File: config.mk
export PLATFORM = sky130hd
export DESIGN_NAME = vend_controller
export DESIGN_NICKNAME = d
export VERILOG_FILES = /design/src/rtl/vend_pkg.sv /design/src/rtl/vend_coin_acc.sv /design/src/rtl/vend_controller.sv
export SDC_FILE = /design/constraint.sdc
export NUM_CORES = 1
export LEC_CHECK = 0
export CAP_MARGIN = 20
export CORE_MARGIN = 8
export CORE_UTILIZATION = 60
export DETAILED_ROUTE_END_ITERATION = 10
export GPL_ROUTABILITY_DRIVEN = 0
export PLACE_DENSITY = 0.82
export SETUP_SLACK_MARGIN = 0.2
export SLEW_MARGIN = 20
export SYNTH_ARGS = -nofsm -noshare
export SYNTH_HDL_FRONTEND = slang
export SYNTH_SLANG_ARGS = --single-unit
File: constraint.sdc
create_clock -name clk -period 4.09 [get_ports clk]
set_input_delay 0.6135 -clock clk [delete_from_list [all_inputs] [get_ports clk]]
set_output_delay 0.6135 -clock clk [all_outputs]
set_load 0.05 [all_outputs]
File: src/rtl/vend_pkg.sv
// rtl/vend_pkg.sv - shared state encodings, key codes and coin values for the vending controller
package vend_pkg;

  typedef enum logic [2:0] {
    ST_IDLE     = 3'd0,
    ST_SHOW     = 3'd1,
    ST_COLLECT  = 3'd2,
    ST_DISPENSE = 3'd3,
    ST_CHANGE   = 3'd4,
    ST_REFUND   = 3'd5,
    ST_SOLDOUT  = 3'd6
  } state_t;

  localparam logic [3:0] KEY_SEL1   = 4'h1;
  localparam logic [3:0] KEY_SEL2   = 4'h2;
  localparam logic [3:0] KEY_SEL3   = 4'h3;
  localparam logic [3:0] KEY_SEL4   = 4'h4;
  localparam logic [3:0] KEY_CANCEL = 4'hC;

  localparam logic [7:0] COIN_VAL_2  = 8'd2;
  localparam logic [7:0] COIN_VAL_5  = 8'd5;
  localparam logic [7:0] COIN_VAL_10 = 8'd10;

  function automatic logic is_select(input logic [3:0] code);
    return (code >= KEY_SEL1) && (code <= KEY_SEL4);
  endfunction

  // Select keys are contiguous from KEY_SEL1, so the low bits minus one give the slot.
  function automatic logic [1:0] key_slot(input logic [3:0] code);
    return code[1:0] - 2'd1;
  endfunction

endpackage

File: src/rtl/vend_coin_acc.sv
// rtl/vend_coin_acc.sv - coin priority, overflow guard, amount register and reject pulse
module vend_coin_acc
  import vend_pkg::*;
(
  input  logic       clk,
  input  logic       reset,
  input  logic       coin_2,
  input  logic       coin_5,
  input  logic       coin_10,
  input  logic       accept,
  input  logic       clear,
  output logic [7:0] amount,
  output logic [7:0] amount_next,
  output logic       accepted,
  output logic       coin_reject
);

  logic [7:0] coin_val;
  logic [8:0] sum;
  logic       any_coin;
  logic       multi;

  always_comb begin
    coin_val = 8'd0;
    if (coin_10)     coin_val = COIN_VAL_10;
    else if (coin_5) coin_val = COIN_VAL_5;
    else if (coin_2) coin_val = COIN_VAL_2;
    any_coin    = coin_2 | coin_5 | coin_10;
    multi       = (coin_2 & coin_5) | (coin_2 & coin_10) | (coin_5 & coin_10);
    sum         = {1'b0, amount} + {1'b0, coin_val};
    accepted    = accept & any_coin & ~sum[8];
    amount_next = accepted ? sum[7:0] : amount;
  end

  // Losers of a simultaneous drop and refused coins share a single reject pulse.
  always_ff @(posedge clk or posedge reset) begin
    if (reset) begin
      amount      <= 8'd0;
      coin_reject <= 1'b0;
    end else begin
      coin_reject <= any_coin & (~accepted | multi);
      amount      <= clear ? 8'd0 : amount_next;
    end
  end

endmodule

File: src/rtl/vend_controller.sv
// rtl/vend_controller.sv - four-product vending controller: selection, payment, dispense and change
module vend_controller
  import vend_pkg::*;
#(
  parameter logic [7:0]  PRICE0   = 8'd15,
  parameter logic [7:0]  PRICE1   = 8'd20,
  parameter logic [7:0]  PRICE2   = 8'd25,
  parameter logic [7:0]  PRICE3   = 8'd30,
  parameter logic [3:0]  INIT_QTY = 4'd5,
  parameter logic [23:0] TIMEOUT  = 24'd10_000_000
) (
  input  logic       clk,
  input  logic       reset,
  input  logic       key_valid,
  input  logic [3:0] key_code,
  input  logic       coin_2,
  input  logic       coin_5,
  input  logic       coin_10,
  input  logic       product_taken,
  output logic [7:0] display_value,
  output logic [2:0] display_mode,
  output logic       dispense,
  output logic [1:0] dispense_slot,
  output logic [7:0] change_out,
  output logic       change_valid,
  output logic       coin_reject
);

  state_t      state;
  logic [3:0]  qty [4];
  logic [23:0] timer;
  logic [7:0]  amount, amount_next, price;
  logic        coin_ok, sel_key, cancel_key, any_event, timed_out, timed_state;
  logic [1:0]  key_idx;

  always_comb begin
    case (dispense_slot)
      2'd0:    price = PRICE0;
      2'd1:    price = PRICE1;
      2'd2:    price = PRICE2;
      default: price = PRICE3;
    endcase
  end

  assign sel_key      = key_valid & is_select(key_code);
  assign cancel_key   = key_valid & (key_code == KEY_CANCEL);
  assign key_idx      = key_slot(key_code);
  assign any_event    = key_valid | coin_2 | coin_5 | coin_10;
  assign timed_state  = (state == ST_SHOW) || (state == ST_COLLECT) || (state == ST_SOLDOUT);
  assign timed_out    = !any_event && (timer >= TIMEOUT - 24'd1);
  assign display_mode = state;

  vend_coin_acc u_coin_acc (
    .clk        (clk),
    .reset      (reset),
    .coin_2     (coin_2),
    .coin_5     (coin_5),
    .coin_10    (coin_10),
    .accept     ((state == ST_SHOW) || (state == ST_COLLECT)),
    .clear      ((state == ST_CHANGE) || (state == ST_REFUND)),
    .amount     (amount),
    .amount_next(amount_next),
    .accepted   (coin_ok),
    .coin_reject(coin_reject)
  );

  always_comb begin
    case (state)
      ST_SHOW:                 display_value = price;
      ST_COLLECT, ST_DISPENSE: display_value = amount;
      ST_SOLDOUT:              display_value = 8'hFF;
      default:                 display_value = 8'd0;
    endcase
  end

  // Timed states are only entered on a key or coin, so clearing on events covers entry too.
  always_ff @(posedge clk or posedge reset) begin
    if (reset) begin
      state         <= ST_IDLE;
      timer         <= 24'd0;
      dispense      <= 1'b0;
      dispense_slot <= 2'd0;
      change_out    <= 8'd0;
      change_valid  <= 1'b0;
      for (int i = 0; i < 4; i++) qty[i] <= INIT_QTY;
    end else begin
      dispense     <= 1'b0;
      change_valid <= 1'b0;
      timer        <= (any_event || !timed_state) ? 24'd0 : timer + 24'd1;
      case (state)
        ST_IDLE: begin
          if (sel_key) begin
            dispense_slot <= key_idx;
            state         <= (qty[key_idx] != 4'd0) ? ST_SHOW : ST_SOLDOUT;
          end
        end
        ST_SHOW: begin
          if (coin_ok && cancel_key) begin
            state        <= ST_REFUND;
            change_out   <= amount_next;
            change_valid <= 1'b1;
          end else if (coin_ok) begin
            state <= ST_COLLECT;
          end else if (cancel_key || timed_out) begin
            state         <= ST_IDLE;
            dispense_slot <= 2'd0;
          end else if (sel_key) begin
            dispense_slot <= key_idx;
            state         <= (qty[key_idx] != 4'd0) ? ST_SHOW : ST_SOLDOUT;
          end
        end
        ST_COLLECT: begin
          if (cancel_key || timed_out) begin
            state        <= ST_REFUND;
            change_out   <= amount_next;
            change_valid <= 1'b1;
          end else if (amount >= price) begin
            state    <= ST_DISPENSE;
            dispense <= 1'b1;
            if (qty[dispense_slot] != 4'd0) qty[dispense_slot] <= qty[dispense_slot] - 4'd1;
          end
        end
        ST_DISPENSE: begin
          if (product_taken) begin
            state        <= ST_CHANGE;
            change_out   <= amount - price;
            change_valid <= 1'b1;
          end
        end
        ST_SOLDOUT: begin
          if (key_valid || timed_out) begin
            state         <= ST_IDLE;
            dispense_slot <= 2'd0;
          end
        end
        default: begin
          state         <= ST_IDLE;
          dispense_slot <= 2'd0;
        end
      endcase
    end
  end

endmodule

==> flow_metrics.env <==
export IMPL_synth_area_leaders="dfrtp_1 35%, ha_1 6.2%, mux2_2 5.8%, nor2_1 5.7%, dfstp_2 5.2%"
export IMPL_drv_max_cap_violation_count=0
export IMPL_clockBufferDepth=2
export IMPL_area_delta_synth_final_pct=15.2
export IMPL_clk_pin_slew_ps=70
export IMPL_grt_overflow=0
export IMPL_wire_per_inst_um=17.3
export IMPL_vias=3261
export IMPL_reg2reg_from="dispense_slot[1]"
export IMPL_synth_top_area_share_pct=34.6
export IMPL_netlist_instances=418
export IMPL_antenna_left=0
export IMPL_io_pins=35
export IMPL_leakage_nw=2.07
export IMPL_numCtsBuffers=9
export IMPL_cts_resized=0
export IMPL_clock_latency_ps=350
export IMPL_grt_antenna_before_repair=0
export IMPL_core_mm2=0.00664
export IMPL_fin_nets=483
export IMPL_clock_fmax_mhz=296
export IMPL_drive_above_1_share_pct=13.0
export IMPL_synth_seq_cells=64
export IMPL_synth_cell_types=62
export IMPL_clockRootBuffer="clkbuf_8"
export IMPL_cp_required_ps=4320
export IMPL_tightest_slew_ps=801
export IMPL_first_global_vias=3185
export IMPL_ys_async_sr_fraction_pct=100
export IMPL_hold_path_class="reg -> reg"
export IMPL_min_period_ps=3380
export IMPL_grt_max_degree=39
export IMPL_worst_r2r_setup_slack_ps=710
export IMPL_fill_cells=503
export IMPL_outcome="finished clean"
export IMPL_min_to="timer[0]"
export IMPL_hpwlAfterDp_um=6800
export IMPL_synthesis_area_mm2=0.00405
export IMPL_ys_seq_area_share_pct=39.8
export IMPL_grt_use_total_pct=20.1
export IMPL_die_w_um=98.1
export IMPL_rsz0062_at_grt="false"
export IMPL_worstPathMaxFanout=12
export IMPL_criticalPathCategory="reg -> reg"
export IMPL_relSlewSlack_pct=46.5
export IMPL_setup_viol=0
export IMPL_syn_num_nets=451
export IMPL_clock_sinks=64
export IMPL_multi_input_area_mm2=0.00230
export IMPL_min_delay_path_depth=1
export IMPL_tns_ps=0
export IMPL_regArea_mm2=0.00161
export IMPL_synth_largest_area_cell="dfrtp_1"
export IMPL_reg2reg_to="qty[15]"
export IMPL_r2r_cells=13
export IMPL_start_util_pct=60.9
export IMPL_final_area_mm2=0.00466
export IMPL_placed_cell_area_mm2=0.00444
export IMPL_grt_pass1_wl_um=15500
export IMPL_routed_wl_um=9230
export IMPL_hold_viol_final=0
export IMPL_htree_levels=3
export IMPL_synth_ff_type="dfrtp_1"
export IMPL_post_cts_setup_buffers=0
export IMPL_ir_worst_vdd_uv=434
export IMPL_cts_tree="yes"
export IMPL_cp_end_kind="flip-flop"
export IMPL_start_kind="flip-flop"
export IMPL_drc_errors=0
export IMPL_rows=30
export IMPL_p_per_area_mw_per_mm2=746
export IMPL_skew_ps=7.92
export IMPL_min_from="timer[0]"
export IMPL_p_total_mw=3.48
export IMPL_placed_cells=519
export IMPL_cts_hold_buf=0
export IMPL_die_y_um=98.1
export IMPL_layout_cells_non_filler=535
export IMPL_vias_per_cell=6.10
export IMPL_dieArea_mm2=0.00963
export IMPL_synth_area_per_cell_um2=9.69
export IMPL_antenna_cells=0
export IMPL_finalMaxSlewViolations=0
export IMPL_drt_pass1_iterations=4
export IMPL_synth_edf_count=0
export IMPL_drtIter0Drc=272
export IMPL_finalCritPeriodShare_pct=82.6
export IMPL_port_buffers=34
export IMPL_yosys_warnings=0
export IMPL_cp_arrival_ps=3610
==> layer usage <==
metal | share of wire [%] | track usage [%]
met1 | 43 | 25.1
met2 | 47 | 31.3
met3 | 8.9 | 6.90
met4 | 1.5 | 7.91
met5 | 0 | 0
==> synthesized netlist by cell type (3+ instances only) <==
library cell,count
mux4_2,3
clkbuf_1,12
nand4_1,7
a211oi_1,5
nor2_1,61
nand2b_1,6
xor2_1,20
mux2_2,21
nor2b_1,5
a21o_1,5
ha_1,20
a31oi_1,3
nor3_1,8
and3_1,4
o211ai_1,3
dfrtp_1,56
a21oi_1,16
dfstp_2,8
or4b_2,3
xnor2_1,14
nand2_1,24
inv_1,18
nand3_1,17
mux2i_1,10
o21ai_0,10
o21a_1,5
nor4_1,7
and4_1,3
==> cells by family after synthesis <==
kind of cell / share of synthesized area (%)
buffers and inverters: 3.28
AOI/OAI and AO/OA: 11.9
xor gates and xnor gates: 7.35
muxes: 9.98
and+or+nand+nor: 20.3
DFF: 39.8
adders and majority gates: 7.42
==> layout make-up <==
type                            count  share of cell area [%]
Multi-Input combinational cell    321                    49.4
Clock inverter                      3                    1.40
Clock buffer                       13                    3.41
Tap cell                           80                    2.15
Timing Repair Buffer               36                    7.62
Sequential cell                    64                    34.6
Inverter                           18                    1.45
==> sequential cells by signal (all words and copies together), names as in the netlist <==
name and count:
dispense 1, timer 24, qty 16, change_valid 1
u_coin_acc.coin_reject 1, display_mode 3, change_out 8, u_coin_acc.amount 8
dispense_slot 2
==> critical path, stage by stage (launching register included) <==
cell and delay (ps):
dfrtp_1 610, inv_1 150, ha_1 250, nor2_1 130
nor2_1 60, ha_1 190, inv_1 70, fa_1 220
a211oi_1 90, nor2_1 240, o211ai_1 150, nor3b_1 520
nand2_1 270, mux2_2 320
==> cells in the final DEF, fill, tap and decap left out, types with 6 or more instances in the layout <==
master	count
xnor2_1	14
a21oi_1	16
nor3_1	8
ha_1	20
nand2_1	24
nand2b_1	6
nand3_1	17
mux2i_1	10
clkbuf_8	11
dfrtp_1	56
nor4_1	7
xor2_1	20
nand4_1	7
inv_1	17
o21ai_0	10
mux2_2	21
nor2_1	61
dfstp_2	8
clkdlybuf4s50_1	34
==> worst max path at each step <==
stage / endpoint / startpoint
final: qty[15] / dispense_slot[1]
after global routing: qty[15] / dispense_slot[1]
after CTS: qty[15] / dispense_slot[1]
after detailed placement: change_out[1] / coin_10
after global placement: change_out[1] / coin_10
after floorplan: display_value[1] / dispense_slot[0]
==> where the power goes <==
group / switching (mW) / internal (mW) / leakage [nW] / total, mW
clock: 0.236 / 0.376 / 0.114 / 0.612
combinational: 1.12 / 0.731 / 1.13 / 1.85
sequential: 0.210 / 0.807 / 0.822 / 1.02
total: 1.56 / 1.91 / 2.07 / 3.48
==> stage by stage <==
| stage | hold slack (ps) | utilization, % | worst slack, ps |
|---|---|---|---|
| 5_1_grt | 524 | 70.2 | 424 |
| 3_5_place_dp | 485 | 66.8 | 692 |
| 4_1_cts | 494 | 70.2 | 742 |
| 6_report | 491 | 70.2 | 710 |
| 3_3_place_gp | 474 | 66.8 | 756 |
| 2_1_floorplan | 448 | - | 849 |
No activity file was read; power rests on OpenSTA's default activity.
